$ cat src/rtl/ahb_resp_mux.sv
// AHB-Lite slave response multiplexer with registered data-phase select and saturating error counter.
// Define AHB_RESP_MUX_DEFAULT_SLAVE_EN to build in the two-cycle ERROR default slave for unmapped transfers.
module ahb_resp_mux #(
  parameter int NUM_SLAVES = 4,
  parameter int DATA_WIDTH = 32
) (
  input  logic                  i_clk,
  input  logic                  i_rst_n,
  input  logic                  i_hsel    [NUM_SLAVES],
  input  logic [1:0]            i_htrans,
  input  logic [DATA_WIDTH-1:0] i_shrdata [NUM_SLAVES],
  input  logic [NUM_SLAVES-1:0] i_shresp,
  input  logic [NUM_SLAVES-1:0] i_shready,
  output logic [DATA_WIDTH-1:0] o_mhrdata,
  output logic                  o_mhresp,
  output logic                  o_mhready,
  output logic [NUM_SLAVES-1:0] o_dp_sel,
  output logic [7:0]            o_err_cnt
);

  logic [NUM_SLAVES-1:0] hsel_vec;
  logic [NUM_SLAVES-1:0] dp_sel;
  logic                  accept;
  logic [DATA_WIDTH-1:0] slave_rdata;
  logic                  slave_resp;
  logic                  slave_ready;
  logic                  unused_htrans;

  always_comb begin
    hsel_vec = '0;
    for (int i = 0; i < NUM_SLAVES; i++) hsel_vec[i] = i_hsel[i];
  end

  assign accept   = o_mhready;
  assign o_dp_sel = dp_sel;

  always_ff @(posedge i_clk or negedge i_rst_n) begin
    if (!i_rst_n) dp_sel <= '0;
    else if (accept) dp_sel <= hsel_vec;
  end

  // Scan from the top down so the lowest selected index is the one left standing.
  always_comb begin
    slave_rdata = '0;
    slave_resp  = 1'b0;
    slave_ready = 1'b1;
    for (int i = NUM_SLAVES - 1; i >= 0; i--) begin
      if (dp_sel[i]) begin
        slave_rdata = i_shrdata[i];
        slave_resp  = i_shresp[i];
        slave_ready = i_shready[i];
      end
    end
  end

`ifdef AHB_RESP_MUX_DEFAULT_SLAVE_EN
  typedef enum logic [1:0] {IDLE, ERR1, ERR2} state_t;

  state_t state;
  logic   ds_active;
  logic   ds_ready;
  logic   unmapped_req;

  assign unmapped_req  = i_htrans[1] && (hsel_vec == '0);
  assign unused_htrans = i_htrans[0];

  // ds_active/ds_ready are registered alongside the state so the override needs no decode.
  always_ff @(posedge i_clk or negedge i_rst_n) begin
    if (!i_rst_n) begin
      state     <= IDLE;
      ds_active <= 1'b0;
      ds_ready  <= 1'b1;
    end else begin
      case (state)
        IDLE: begin
          if (accept && unmapped_req) begin
            state     <= ERR1;
            ds_active <= 1'b1;
            ds_ready  <= 1'b0;
          end
        end
        ERR1: begin
          state     <= ERR2;
          ds_active <= 1'b1;
          ds_ready  <= 1'b1;
        end
        ERR2: begin
          if (accept && unmapped_req) begin
            state     <= ERR1;
            ds_active <= 1'b1;
            ds_ready  <= 1'b0;
          end else begin
            state     <= IDLE;
            ds_active <= 1'b0;
            ds_ready  <= 1'b1;
          end
        end
        default: begin
          state     <= IDLE;
          ds_active <= 1'b0;
          ds_ready  <= 1'b1;
        end
      endcase
    end
  end

  always_comb begin
    if (ds_active) begin
      o_mhrdata = '0;
      o_mhresp  = 1'b1;
      o_mhready = ds_ready;
    end else begin
      o_mhrdata = slave_rdata;
      o_mhresp  = slave_resp;
      o_mhready = slave_ready;
    end
  end
`else
  assign unused_htrans = ^i_htrans;

  always_comb begin
    o_mhrdata = slave_rdata;
    o_mhresp  = slave_resp;
    o_mhready = slave_ready;
  end
`endif

  always_ff @(posedge i_clk or negedge i_rst_n) begin
    if (!i_rst_n) o_err_cnt <= 8'd0;
    else if (o_mhready && o_mhresp && (o_err_cnt != 8'hFF)) o_err_cnt <= o_err_cnt + 8'd1;
  end

endmodule

$ cat config.mk
export PLATFORM = sky130hd
export DESIGN_NAME = ahb_resp_mux
export DESIGN_NICKNAME = d
export VERILOG_FILES = /design/src/rtl/ahb_resp_mux.sv
export SDC_FILE = /design/constraint.sdc
export NUM_CORES = 1
export LEC_CHECK = 0
export ABC_AREA = 1
export CAP_MARGIN = 20
export CORE_MARGIN = 2
export CORE_UTILIZATION = 28
export DETAILED_ROUTE_END_ITERATION = 10
export GPL_TIMING_DRIVEN = 0
export PLACE_DENSITY_LB_ADDON = 0.3
export SLEW_MARGIN = 20
export SYNTH_ARGS = -nofsm -noshare
export SYNTH_HDL_FRONTEND = slang
export SYNTH_SLANG_ARGS = --single-unit
$ cat constraint.sdc
create_clock -name i_clk -period 1.8 [get_ports i_clk]
set_input_delay 0.54 -clock i_clk [delete_from_list [all_inputs] [get_ports i_clk]]
set_output_delay 0.54 -clock i_clk [all_outputs]
set_load 0.02 [all_outputs]
== Word-level counts from Yosys, hierarchy flattened ==
Index checks and enable logic that the tools add are counted.
Word-level totals
  flip-flop bits (word level): 12
  input bits: 144
  logic and storage cells: 18
Cells by class
  add/subtract/negate cells: 1
  equal/unequal tests: 1
  multiplexer cells: 12
  reduce and logical (&&, ||, !) cells: 2
Operators with widths (count)
  2-to-1 mux 32 bit: 4
  adder 8 x 1 -> 8 bit, second input constant: 1
  2-to-1 mux 1 bit: 8
  != test 8 bit, second input constant: 1
  logical AND 1 bit: 2

== Logic depth before layout (Yosys ltp) ==
  depth after elaboration: 6
  mapped depth: 9
  gate-level depth less buffers: 9

== Worst setup path before layout ==
Ideal clock, no wire load.
  kind: reg2out
  start point: register dp_sel[2], in the netlist o_dp_sel[2]
  end point: output port o_mhrdata[22]
  arrival: 1.535 ns
  required time: 1.260 ns
  slack: -0.275 ns
  cell stages (with the launch flop): 8
  cells stage by stage: dfrtp_1 buf_6 nor2_4 buf_4 nand2_1 nand2_1 o21ai_0 o21ai_0
Between the ends
  longest elaborated chain between the ends: 3
Ends and longest elaborated chain
  from (decl): RTL line 22  | logic [NUM_SLAVES-1:0] dp_sel;
  from (signal assigned): RTL line 39  | else if (accept) dp_sel <= hsel_vec;
  2-to-1 mux 32 bit (3 in series): RTL line 48  | if (dp_sel[i]) begin
  to (decl): RTL line 14  | output logic [DATA_WIDTH-1:0] o_mhrdata,
Every way passes these cells.

== Worst setup path in the final report ==
  start point: register dp_sel[2], in the netlist o_dp_sel[2]
  end point: output port o_mhrdata[14]
The elaborated chain is that of the path after synthesis.

==> run metrics <==
overall routed net length 9.390 mm; syn_nets 455; Initial Util 0.2878; Yosys warnings 0; fmax 0.4586 GHz; prevailing post-synth register cell dfrtp_1; Syn Area/Cell 5.465 sq um; site row count 28; die height 81.79 um; initial antenna violation count 0; RePlAce Congestion 0.8158; via/cell ratio 4.879; hold path start o_err_cnt[7]; layout cells sized above 1 0.2996; largest net degree at the start of global routing 13; first-pass GRT wire length 13.14 mm; Hold WS 0.5342 ns; Power Density 1688 nW/um^2; CTS tree done; largest area contributor in the netlist nand2_1; crit path cell chain buf_6, nor2_4, buf_12, buf_8, nand2_1, nand2_1, o21ai_2, o21ai_2, buf_6; Die Area 6689 sq um; Worst Hold Depth 2; RSZ-0062 raised after global routing true; failing checks setup timing; run status complete, but fails checks; Hold EP o_err_cnt[7]; r2r worst-path depth 12; setup violators final 34; LEAKAGE 1.870 nW; FFs w/ async S/R, synth 1.000; max-slew violations 0; Slew headroom 0.6417; Worst-path clk slew 0.05 ns; first-pass iteration count of the detailed router 4; H-tree depth 1; post-route core utilization 0.7077; Worst path slowest cell dfrtp_2; TritonCTS buffer count 3; reg2reg start o_dp_sel[2]; Tcrit/Tclk final 1.211; HPWL Detailed 6.985 mm; Hold Path Class reg2reg; PortBufs 187; Reg2Reg Setup Slack 0.09 ns; latest clock arrival within the worst-skew pair 0.25 ns; DRC Markers 0; Clock power frac 0.037; Synth Cell Area 1694 sq um; FF+latch count, synth 12; DP Cell Count 572; Slew @ Worst Pin 0.5358 ns; Ports 190; sw frac 0.5193; remaining global-route overflow 0; P_sw 3.651 mW; final hold vios 0; All-Layer GR Usage 0.2522; NumNets Final 660; vias in the first global route 2625; Iteration-0 DRC Markers 104; area grow syn2layout 145.9%; CP Launch Type register; Max Clock Skew 0.005654 ns; Comb power frac 0.891; Sink Count 12; fill count 516; Place WS -0.9128 ns; Cells after Synth 310; WP data arrival 1.64 ns; Yosys cell types 24; WP data required 1.26 ns; Largest stage delay, worst path 0.40 ns; Flop pwr share 0.072; Final Cell Area 4165 sq um; CTS max path bufs 2; placed cell area 3794 sq um; Core Region 5886 sq um; Worst setup EP type output pin; Yosys top cell area share 0.2903; Die W 81.79 um; crit path kind reg2out; max cap viols 0; Max VDD drop 0.0009789 V; Final ANT Viol Nets 0; Via Count 2874; Period minus WS final 2.181 ns; dominant cells by area after synthesis nand2_1 29%, dfrtp_1 18%, o21ai_0 16%; CTS root buf clkbuf_8; peak fanout along the critical path 8; diode count 0; sequential share of the synthesized area 0.1773; DR WL/cell 15.94 um; fin worst setup slack -0.3806 ns; FF-to-FF End o_err_cnt[7]; Non-Filler Instances 589; Internal 3.380 mW; Post-synth EDFFs 0
## power by group through the flow
stage | Combinational, mW | Sequential, mW | Clock, mW
2_1_floorplan | 3.13 | 0.599 | 0
3_3_place_gp | 5.29 | 0.503 | 0
3_5_place_dp | 5.36 | 0.506 | 0
4_1_cts | 5.95 | 0.504 | 0.271
5_1_grt | 6.70 | 0.522 | 0.280
6_report | 6.26 | 0.506 | 0.262
## state kept, by name, summed over array words and instances (netlist names)
name	cells
o_dp_sel	4
o_err_cnt	8
## routing by layer
| layer | track usage | vias to the layer above | share of wire |
|---|---|---|---|
| met5 | 0 | - | 0 |
| met4 | 0.08667 | 0 | 0.028 |
| met3 | 0.05495 | 23 | 0.091 |
| met2 | 0.4398 | 114 | 0.50 |
| met1 | 0.3041 | 1283 | 0.38 |
| li1 | - | 1454 | - |
## area by class of cell
class / count / area (sq um) / share of cell area
clock buffer: 4 / 45.04 / 0.01081
sequential: 12 / 304.0 / 0.07300
inverter: 10 / 40.04 / 0.009613
buffer: 22 / 168.9 / 0.04055
tap: 75 / 93.84 / 0.02253
multi-input combinational: 265 / 1475 / 0.3542
timing repair buffer: 201 / 2038 / 0.4893
## synthesized netlist by cell type, types with 2 or more instances
cell type    n
a21oi_1     33
buf_2        7
buf_4        3
buf_6        4
clkbuf_1     9
dfrtp_1     12
inv_1        8
nand2_1    131
nand3_1      4
nand3_2      2
nand4_1      9
nor2_1       6
o21ai_0     55
o21ai_1     14
xor2_1       4
## timing repair
item                                    CTS  global route
cloned                                    3             0
endpoints found under the setup margin   43            36
buffers inserted                          8             3
gates resized for setup                 250            51
pin swaps                                38            23
hold buffers                              0             0
## per-stage QoR
step	TNS (ns)	power [mW]
2_1_floorplan	-0.1869	3.725
3_3_place_gp	-23.82	5.789
3_5_place_dp	-24.60	5.867
4_1_cts	-11.65	6.721
5_1_grt	-13.82	7.502
6_report	-10.60	7.031
## worst max-delay path by stage
stage                       startpoint            end  slack, ns  cells past startpoint
after floorplan            o_dp_sel[0]   o_mhrdata[0]      -0.04                      4
after global placement    i_shready[3]      o_mhready      -0.90                      9
after detailed placement  i_shready[3]      o_mhready      -0.91                      9
after CTS                  o_dp_sel[2]  o_mhrdata[21]      -0.38                      9
after global routing       o_dp_sel[2]  o_mhrdata[14]      -0.46                      9
final                      o_dp_sel[2]  o_mhrdata[14]      -0.38                      9
## cell usage in the layout (no fill, tap or decap)
master	instances
nand2_4	5
buf_6	38
nand2_1	107
buf_2	6
buf_12	1
nand3_2	3
o21ai_0	3
dfrtp_2	3
xor2_1	4
clkbuf_4	3
inv_4	1
buf_8	5
clkbuf_8	3
o21ai_2	43
o21ai_1	23
nor2_2	1
nand3_1	3
clkdlybuf4s50_1	137
clkbuf_1	1
nor2_1	6
dlymetal6s2s_1	2
nor2_4	1
dlygate4sd2_1	14
ha_1	1
inv_2	1
clkbuf_2	6
a21oi_4	1
inv_1	8
buf_4	11
nand2_2	21
nor3_1	1
a21oi_1	32
nand4_1	9
dfrtp_1	9
a21oi_2	1
## critical path, delay by kind of cell (launching register included)
kind	cells	cell delay (ns)
flops	1	0.40
compound gates	2	0.23
buf+inv	4	0.55
simple gates	3	0.20
## cells by family (layout without fill, tap and decap cells)
| kind of cell | Yosys count | count (layout) | synth area share |
|---|---|---|---|
| xor+xnor | 4 | 4 | 0.02068 |
| fa+ha+maj | 1 | 1 | 0.007384 |
| flops | 12 | 12 | 0.1773 |
| simple gates | 157 | 157 | 0.3840 |
| buf+inv | 33 | 237 | 0.1041 |
| compound gates | 103 | 103 | 0.3065 |
Power figures use the tool's default switching activity.
